## config.mk

```make
export PLATFORM = sky130hd
export DESIGN_NAME = gpio_in_debounce
export DESIGN_NICKNAME = d
export VERILOG_FILES = /design/src/rtl/gpio_in_debounce.sv
export SDC_FILE = /design/constraint.sdc
export NUM_CORES = 1
export LEC_CHECK = 0
export BUFFER_PORTS_ARGS = -buffer_cell sky130_fd_sc_hd__buf_2
export CORE_UTILIZATION = 35
export DETAILED_ROUTE_END_ITERATION = 8
export PLACE_DENSITY_LB_ADDON = 0.3
export SKIP_LAST_GASP = 1
export SLEW_MARGIN = 20
export SYNTH_ARGS = -nofsm -noshare
export SYNTH_HDL_FRONTEND = slang
export SYNTH_SLANG_ARGS = --single-unit
```

## constraint.sdc

```tcl
create_clock -name clk_sys_i -period 2.5 [get_ports clk_sys_i]
set_input_delay 0.375 -clock clk_sys_i [delete_from_list [all_inputs] [get_ports clk_sys_i]]
set_output_delay 0.375 -clock clk_sys_i [all_outputs]
set_load 0.01 [all_outputs]
```

## src/rtl/gpio_in_debounce.sv

```systemverilog
// gpio_in_debounce
// Input conditioning for the GPIO pads: two-flop synchroniser per bit, a shared
// sample-tick prescaler, and a per-channel stability counter that accepts a new
// level only after it has been seen on STABLE_TICKS consecutive ticks. Accepted
// changes are presented as a registered level plus one-cycle rise/fall pulses.

module gpio_in_debounce #(
    parameter int WIDTH        = 8,
    parameter int PRESCALE     = 100,
    parameter int STABLE_TICKS = 4
) (
    input  logic             clk_sys_i,
    input  logic             rst_n_i,
    input  logic [WIDTH-1:0] gpio_pad_i,
    output logic [WIDTH-1:0] gpio_in_o,
    output logic [WIDTH-1:0] rise_o,
    output logic [WIDTH-1:0] fall_o
);

    // Prescaler width never drops below one bit so PRESCALE=1 still elaborates.
    localparam int PS_W  = (PRESCALE > 1) ? $clog2(PRESCALE) : 1;
    localparam int CNT_W = ($clog2(STABLE_TICKS + 1) > 0) ? $clog2(STABLE_TICKS + 1) : 1;

    localparam logic [PS_W-1:0]  PS_LAST  = PS_W'(PRESCALE - 1);
    localparam logic [CNT_W-1:0] CNT_LAST = CNT_W'(STABLE_TICKS - 1);
    localparam logic [CNT_W-1:0] CNT_ONE  = CNT_W'(1);

    logic [WIDTH-1:0] sync1;
    logic [WIDTH-1:0] sync2;
    logic [PS_W-1:0]  ps_cnt;
    logic             tick;
    logic [CNT_W-1:0] cnt [WIDTH];

    // Two-flop synchroniser; only sync2 is consumed downstream.
    always_ff @(posedge clk_sys_i or negedge rst_n_i) begin
        if (!rst_n_i) begin
            sync1 <= '0;
            sync2 <= '0;
        end else begin
            sync1 <= gpio_pad_i;
            sync2 <= sync1;
        end
    end

    // Shared sample prescaler: 0..PRESCALE-1 then wrap. With PRESCALE=1 the
    // terminal value is 0, so the counter sits at 0 and tick stays high.
    always_ff @(posedge clk_sys_i or negedge rst_n_i) begin
        if (!rst_n_i) begin
            ps_cnt <= '0;
        end else if (ps_cnt == PS_LAST) begin
            ps_cnt <= '0;
        end else begin
            ps_cnt <= ps_cnt + PS_W'(1);
        end
    end

    assign tick = (ps_cnt == PS_LAST);

    // Per-channel qualification: a level differing from the accepted one must
    // be seen on STABLE_TICKS consecutive ticks; any tick back at the accepted
    // level restarts the count. Pulses default low every cycle.
    always_ff @(posedge clk_sys_i or negedge rst_n_i) begin
        if (!rst_n_i) begin
            for (int i = 0; i < WIDTH; i++) begin
                cnt[i] <= '0;
            end
            gpio_in_o <= '0;
            rise_o    <= '0;
            fall_o    <= '0;
        end else begin
            rise_o <= '0;
            fall_o <= '0;
            if (tick) begin
                for (int i = 0; i < WIDTH; i++) begin
                    if (sync2[i] == gpio_in_o[i]) begin
                        cnt[i] <= '0;
                    end else if (cnt[i] == CNT_LAST) begin
                        cnt[i]       <= '0;
                        gpio_in_o[i] <= sync2[i];
                        rise_o[i]    <= sync2[i];
                        fall_o[i]    <= ~sync2[i];
                    end else begin
                        cnt[i] <= cnt[i] + CNT_ONE;
                    end
                end
            end
        end
    end

endmodule

```

==> results of run 1 <==
==> cells in the mapped netlist (all sizes together) (7+ instances only) <==
library cell	number
nand2	7
o21a	8
or3	7
o31ai	11
o21ai	18
dfrtp	71
nor2	11
nand2b	13
mux2	10
nor3b	16
xnor2	11
ha	9
==> layer usage <==
metal  vias to the layer above  global-route usage, %  share of wire [%]
met5                         -                      0                  0
met1                       868                   15.0                 46
met3                         2                   5.58                5.2
met2                        31                   18.3                 48
li1                        855                      -                  -
met4                         0                   4.87               0.66
==> report_power, final <==
| part | leakage [µW] | internal (µW) | switching, µW |
|---|---|---|---|
| Clock | 0.000102 | 562 | 441 |
| Combinational | 0.000555 | 15.8 | 31.0 |
| Sequential | 0.000941 | 1160 | 8.65 |
| Total | 0.00160 | 1740 | 480 |
==> final timing paths <==
kind                                startpoint                  endpoint  depth (start not counted)
setup reg to reg           ps_cnt[0]$_DFF_PN0_  gpio_in_o[0]$_DFFE_PN0P_                          5
min in group clk_sys_i           gpio_pad_i[2]        sync1[2]$_DFF_PN0_                          1
hold / removal                         rst_n_i        sync2[3]$_DFF_PN0_                          2
max in group asynchronous              rst_n_i        cnt[4]$_DFFE_PN0N_                          2
setup / recovery           ps_cnt[0]$_DFF_PN0_  gpio_in_o[0]$_DFFE_PN0P_                          5
hold reg to reg             sync1[1]$_DFF_PN0_        sync2[1]$_DFF_PN0_                          0
==> through the flow <==
stage | hold WS, ns | total power (µW) | area, µm²
2_1_floorplan | 0.0794 | 1200 | 2880
3_3_place_gp | 0.332 | 1240 | 3130
3_5_place_dp | 0.336 | 1240 | 3130
4_1_cts | 0.0467 | 2260 | 3350
5_1_grt | 0.0500 | 2330 | 3350
6_report | 0.0184 | 2220 | 3350
==> flip-flops by register name, indices dropped and copies added (netlist names) <==
| register | cells |
|---|---|
| cnt | 24 |
| fall_o | 8 |
| gpio_in_o | 8 |
| ps_cnt | 7 |
| rise_o | 8 |
| sync1 | 8 |
| sync2 | 8 |
==> logic make-up after synthesis <==
family / Yosys count / synth area share (%)
XOR/XNOR: 11 / 3.35
AND/OR/NAND/NOR: 68 / 14.5
buffers and inverters: 11 / 2.78
adder cells (fa/ha/maj): 9 / 3.91
multiplexers: 10 / 4.30
flip-flops: 71 / 61.7
AO/OA/AOI/OAI: 42 / 9.39
==> area by class of cell <==
cell class	count	area, µm²
clock buffers	9	124
clock inverters	7	96.3
fillers	768	4500
inverters	3	11.3
multi-input cells	140	1020
flip-flops and latches	71	1780
well taps	102	128
repair buffers	35	193
==> critical path: stages, from the launching register on <==
cell and delay, ns:
dfrtp_1 0.39, ha_1 0.33, nand4b_1 0.12, buf_4 0.22, or3_1 0.41, mux2_1 0.33
==> results.ini, run 1 <==
[timing]
worst_slew_pin_slew_ns = 0.434
post-route-min-period_ns = 1.93
fin_skew_ns = 0.00857
min_period_over_period_pct = 77.2
hold_viol = 0
max_slew_margin_pct = 70.6
tns_ns = 0
layout_setup_ws_ns = 0.570
rsz0062_at_grt = false
slew_viol_final = 0
fmax_ghz = 0.518
finalSetupViolCount = 0

[cts]
worstSkewPairLatency_ns = 0.35
numClockSinks = 71
path_clk_slew_ns = 0.08
clockBufferDepth = 2
tritoncts = built
cts-root-buf = clkbuf_8
numCtsBuffers = 9
cts_setup_buffers = 0
postCtsHoldBufs = 0
htree_levels = 3
cts-resized-gates = 0

[global_route]
gr-usage-all-layers_pct = 12.1
antenna_found_initial = 0
overflow = 0
grt_first_pass_wirelength_um = 7920
grt_pass1_vias = 1726
grt_max_degree = 72

[worst_setup_path]
rrSetupSlack_ns = 0.57
cp-end-kind = flop
startpoint_type = flop
crit_fanout = 22
cp_data_arrival_time_ns = 2.16
cp.required_ns = 2.73
path_class = reg2reg

[yosys]
synth_cell_types = 31
yosys.area.top_type = dfrtp_1
synth_top_area_share_pct = 61.7
syn_nets = 241
syn_inst = 222
synth_edf_count = 0
yosysSeqAreaShare_pct = 61.7
async_reset_ff_share_pct = 100
ys.flop_type = dfrtp_1
netlist_top_cells_area = dfrtp_1 (62%), nor3b_1 (4.2%), ha_1 (3.9%)
synthesis.area_per_instance_um2 = 13.0
synthesis.area_um2 = 2880
ys_warn_count = 0
synth_seq_cells = 71

[die]
fp.dieH_um = 92.7
dieArea_um2 = 8590
num_rows = 32
core_area_um2 = 7850
die_w_um = 92.7
num_io_pins = 34
start_util_pct = 36.7

[layout]
utilization_pct = 42.7
fin_cells = 367
diodes = 0
final_cell_mix = dfrtp_1 (71), buf_2 (33), o21ai_0 (18), nor3b_1 (16), nand2b_1 (13)
final_common_cell = dfrtp_1
final_nets = 279
area_growth_pct = 16.4
layout-drive-gt1-share_pct = 23.8

[routing]
ant_nets = 0
vias = 1756
finalWirelength_um = 4520
drc_errors = 0
wire_per_inst_um = 12.3
dr.first_iter.drc_count = 64
vias_per_cell = 4.78
first_pass_iters = 4

[status]
outcome = completed

[power]
ir_drop_mv = 0.253
power.leakage_uw = 0.00160
power_density_nw_per_um2 = 663

[placed_design]
dpl_worst_slack_ns = 0.566
post-place-cells = 351
portBuffers = 33
gp_congestion = 0.700
place_hpwl_um = 2770

[min_path]
min_path_type = in2async

[job]
drv_cap = 0

Power figures use the tool's default switching activity.
==> inputs of run 2 (changes only) <==
--- a/config.mk
+++ b/config.mk
@@ -5,6 +5,7 @@
 export SDC_FILE = /design/constraint.sdc
 export NUM_CORES = 1
 export LEC_CHECK = 0
+export ABC_AREA = 1
 export BUFFER_PORTS_ARGS = -buffer_cell sky130_fd_sc_hd__buf_2
 export CORE_UTILIZATION = 35
 export DETAILED_ROUTE_END_ITERATION = 8
==> constraint.sdc (replaced) <==
create_clock -name clk_sys_i -period 1.68 [get_ports clk_sys_i]
set_input_delay 0.252 -clock clk_sys_i [delete_from_list [all_inputs] [get_ports clk_sys_i]]
set_output_delay 0.252 -clock clk_sys_i [all_outputs]
set_load 0.01 [all_outputs]
==> results.ini, run 2 <==
[status]
outcome = completed

[timing]
hold_viol = 0  ; unchanged
max_slew_margin_pct = 68.6  ; -2.0 points
finalSetupViolCount = 0  ; unchanged
fin_skew_ns = 0.00897  ; +0.000398 ns
rsz0062_at_grt = false
tns_ns = 0  ; unchanged
fmax_ghz = 0.739  ; +43%
post-route-min-period_ns = 1.35  ; -0.578 ns
worst_slew_pin_slew_ns = 0.470  ; +0.0360 ns
min_period_over_period_pct = 80.5  ; +3.3 points
slew_viol_final = 0  ; unchanged

[min_path]
min_path_type = in2reg

[yosys]
async_reset_ff_share_pct = 100  ; unchanged
syn_inst = 269  ; +21%
ys_warn_count = 0  ; unchanged
netlist_top_cells_area = dfrtp_1 (62%), nand2_1 (7.2%), ha_1 (3.9%)
synthesis.area_um2 = 2850  ; -0.83%
post-synth-top-count-cell = dfrtp_1
yosysSeqAreaShare_pct = 62.3  ; +0.51 points
synth_edf_count = 0  ; unchanged
syn_nets = 288  ; +20%
synth_top_area_share_pct = 62.3  ; +0.51 points
synth_seq_cells = 71  ; unchanged
synth_cell_types = 20  ; -35%
yosys.area.top_type = dfrtp_1
ys.flop_type = dfrtp_1
synthesis.area_per_instance_um2 = 10.6  ; -18%
synth_common_cells = dfrtp_1 (71), nand2_1 (55), inv_1 (30)

[routing]
vias = 1905  ; +8.5%
drc_errors = 0  ; unchanged
vias_per_cell = 4.44  ; -7.2%
wire_per_inst_um = 10.6  ; -14%
dr.max_layer_used = met4
dr.first_iter.drc_count = 62  ; -3.1%
wl_met1_um = 2160  ; +3.0%
first_pass_iters = 4  ; unchanged
wl_met3_um = 183  ; -22%
wl_met2_um = 2130  ; -1.3%
ant_nets = 0  ; unchanged
finalWirelength_um = 4550  ; +0.80%

[layout]
multi_input_area_um2 = 920  ; -9.9%
largest_reg_flops = 24  ; unchanged
diodes = 0  ; unchanged
nFillCells = 757  ; -1.4%
final_cell_mix = dfrtp_1 (71), nand2_1 (55), buf_2 (32), inv_1 (30), nor2_1 (27)
regMostFlops = cnt
area_growth_pct = 20.6
final_nets = 341  ; +22%
final_cell_area_um2 = 3440  ; +2.7%
seq_area_um2 = 1780  ; unchanged
layout-drive-gt1-share_pct = 23.9  ; +0.080 points
final_common_cell = dfrtp_1

[power]
pwr-share-seq_pct = 54.8  ; +2.1 points
power_density_nw_per_um2 = 922  ; +39%
clkPwrFrac_pct = 42.6  ; -2.6 points
power.switching_uw = 692  ; +44%
internal-power_uw = 2480  ; +43%
ir_drop_mv = 0.498  ; +97%
power.leakage_uw = 0.00186  ; +16%
swShare_pct = 21.8  ; +0.15 points
p_comb_share_pct = 2.5  ; +0.4 points

[cts]
cts-root-buf = clkbuf_8
numCtsBuffers = 9  ; unchanged
clockBufferDepth = 2  ; unchanged
worstSkewPairLatency_ns = 0.34  ; about the same
path_clk_slew_ns = 0.07  ; about the same
tritoncts = built
htree_levels = 3  ; unchanged
numClockSinks = 71  ; unchanged
cts_setup_buffers = 0  ; unchanged

[die]
num_rows = 32  ; unchanged
start_util_pct = 36.6  ; -0.12 points
num_io_pins = 34  ; unchanged
dieArea_um2 = 8520  ; -0.81%
die_w_um = 92.3  ; -0.40%
fp.dieH_um = 92.3  ; -0.40%
core_area_um2 = 7810  ; -0.51%

[global_route]
grt_pass1_vias = 1919  ; +11%
grt_max_degree = 37  ; -49%
gr-usage-all-layers_pct = 12.3  ; +0.20 points
overflow = 0  ; unchanged
grt_first_pass_wirelength_um = 8140  ; +2.7%
antenna_found_initial = 0  ; unchanged

[worst_setup_path]
crit_fanout = 27  ; +23%
cp_cell_sequence = ha_1, nand2_1, nor2_4, buf_12, nand2_1, o21ai_0
cp.required_ns = 1.93  ; -0.80 ns
path_class = reg2reg
cp_data_arrival_time_ns = 1.60  ; -0.56 ns
critPathMaxStageDelay_ns = 0.37  ; -0.04 ns
worst_path_most_repeated_cell = nand2_1
cp_slowest_cell = dfrtp_1
path_buf_inv = 1  ; unchanged
critPathTopFamily = flip-flops
cp-end-kind = flop
startpoint_type = flop

[placed_design]
gp_congestion = 0.764  ; +9.1%
place_area_um2 = 3160  ; +1.0%
portBuffers = 33  ; unchanged
place_hpwl_um = 3060  ; +10%

[job]
drv_cap = 0  ; unchanged

run 2: cell count changes after synthesis, moves of 13 or more:
| cell | change |
|---|---|
| nand2_1 | +48 |
| inv_1 | +27 |
| nor2_1 | +16 |
| nor3b_1 | -16 |
| nand2b_1 | -13 |
run 2: power by group through the flow:
stage	clock (µW)	combinational (µW)	sequential (µW)
global route	1470	93.7	1740
global placement	0	68.7	1770
floorplan	0	16.2	1770
finish	1350	80.8	1740
detailed placement	0	70.2	1770
CTS	1420	84.6	1740
run 2: metal layers:
layer / vias to the layer above / track usage [%]
met5: - / 0
met4: 0 / 6.25
met3: 10 / 4.43
met2: 31 / 20.4
met1: 910 / 13.9
li1: 954 / -
run 2: worst paths after layout:
| path | from | to | depth (start not counted) | slack (ns) |
|---|---|---|---|---|
| worst max-delay path | ps_cnt[0]$_DFF_PN0_ | cnt[10]$_DFFE_PN0N_ | 6 | 0.33 |
| worst min-delay path | gpio_pad_i[5] | sync1[5]$_DFF_PN0_ | 1 | 0.02 |
| worst max register to register | ps_cnt[0]$_DFF_PN0_ | cnt[10]$_DFFE_PN0N_ | 6 | 0.33 |
| worst min register to register | sync1[3]$_DFF_PN0_ | sync2[3]$_DFF_PN0_ | 0 | 0.35 |
| max in group asynchronous | rst_n_i | rise_o[1]$_DFF_PN0_ | 3 | 0.67 |
| min in group asynchronous | rst_n_i | gpio_in_o[3]$_DFFE_PN0P_ | 2 | 0.39 |
run 2: what timing repair did:
item	4_1_cts	5_1_grt
gates resized for setup	0	0
hold buffers	8	0
endpoints found under the setup margin	0	0
hold endpoints to repair	40	0
run 2: layout make-up:
cell class                 instances  area share [%]
sequential                        71            51.6
clock buffer                      11            4.11
clock inverter                     5            1.67
multi-input combinational        162            26.7
timing repair buffer              46            8.65
tap                              102            3.71
inverter                          32            3.49
run 2: worst register-to-register path, stage by stage, from the launching register on:
cell     delay (ns)
dfrtp_1        0.37
ha_1           0.19
nand2_1        0.09
nor2_4         0.14
buf_12         0.20
nand2_1        0.08
o21ai_0        0.18
run 2: logic make-up after synthesis:
group,synth area share [%]
flip-flops,62.3
buffers and inverters,5.52
XOR/XNOR,3.07
AO/OA/AOI/OAI,6.14
adder cells (fa/ha/maj),3.95
AND/OR/NAND/NOR,19.1
run 2: stage by stage:
stage | hold WS (ns) | setup slack, ns | util (%) | total power (µW) | cells
2_1_floorplan | -0.0436 | 0.433 | - | 1790 | 269
3_5_place_dp | 0.241 | 0.348 | 40.5 | 1840 | 405
5_1_grt | 0.0132 | 0.214 | 44.1 | 3300 | 429
4_1_cts | 0.00807 | 0.307 | 44.1 | 3240 | 429
3_3_place_gp | 0.237 | 0.415 | 40.5 | 1840 | 405
6_report | 0.0248 | 0.327 | 44.1 | 3170 | 429
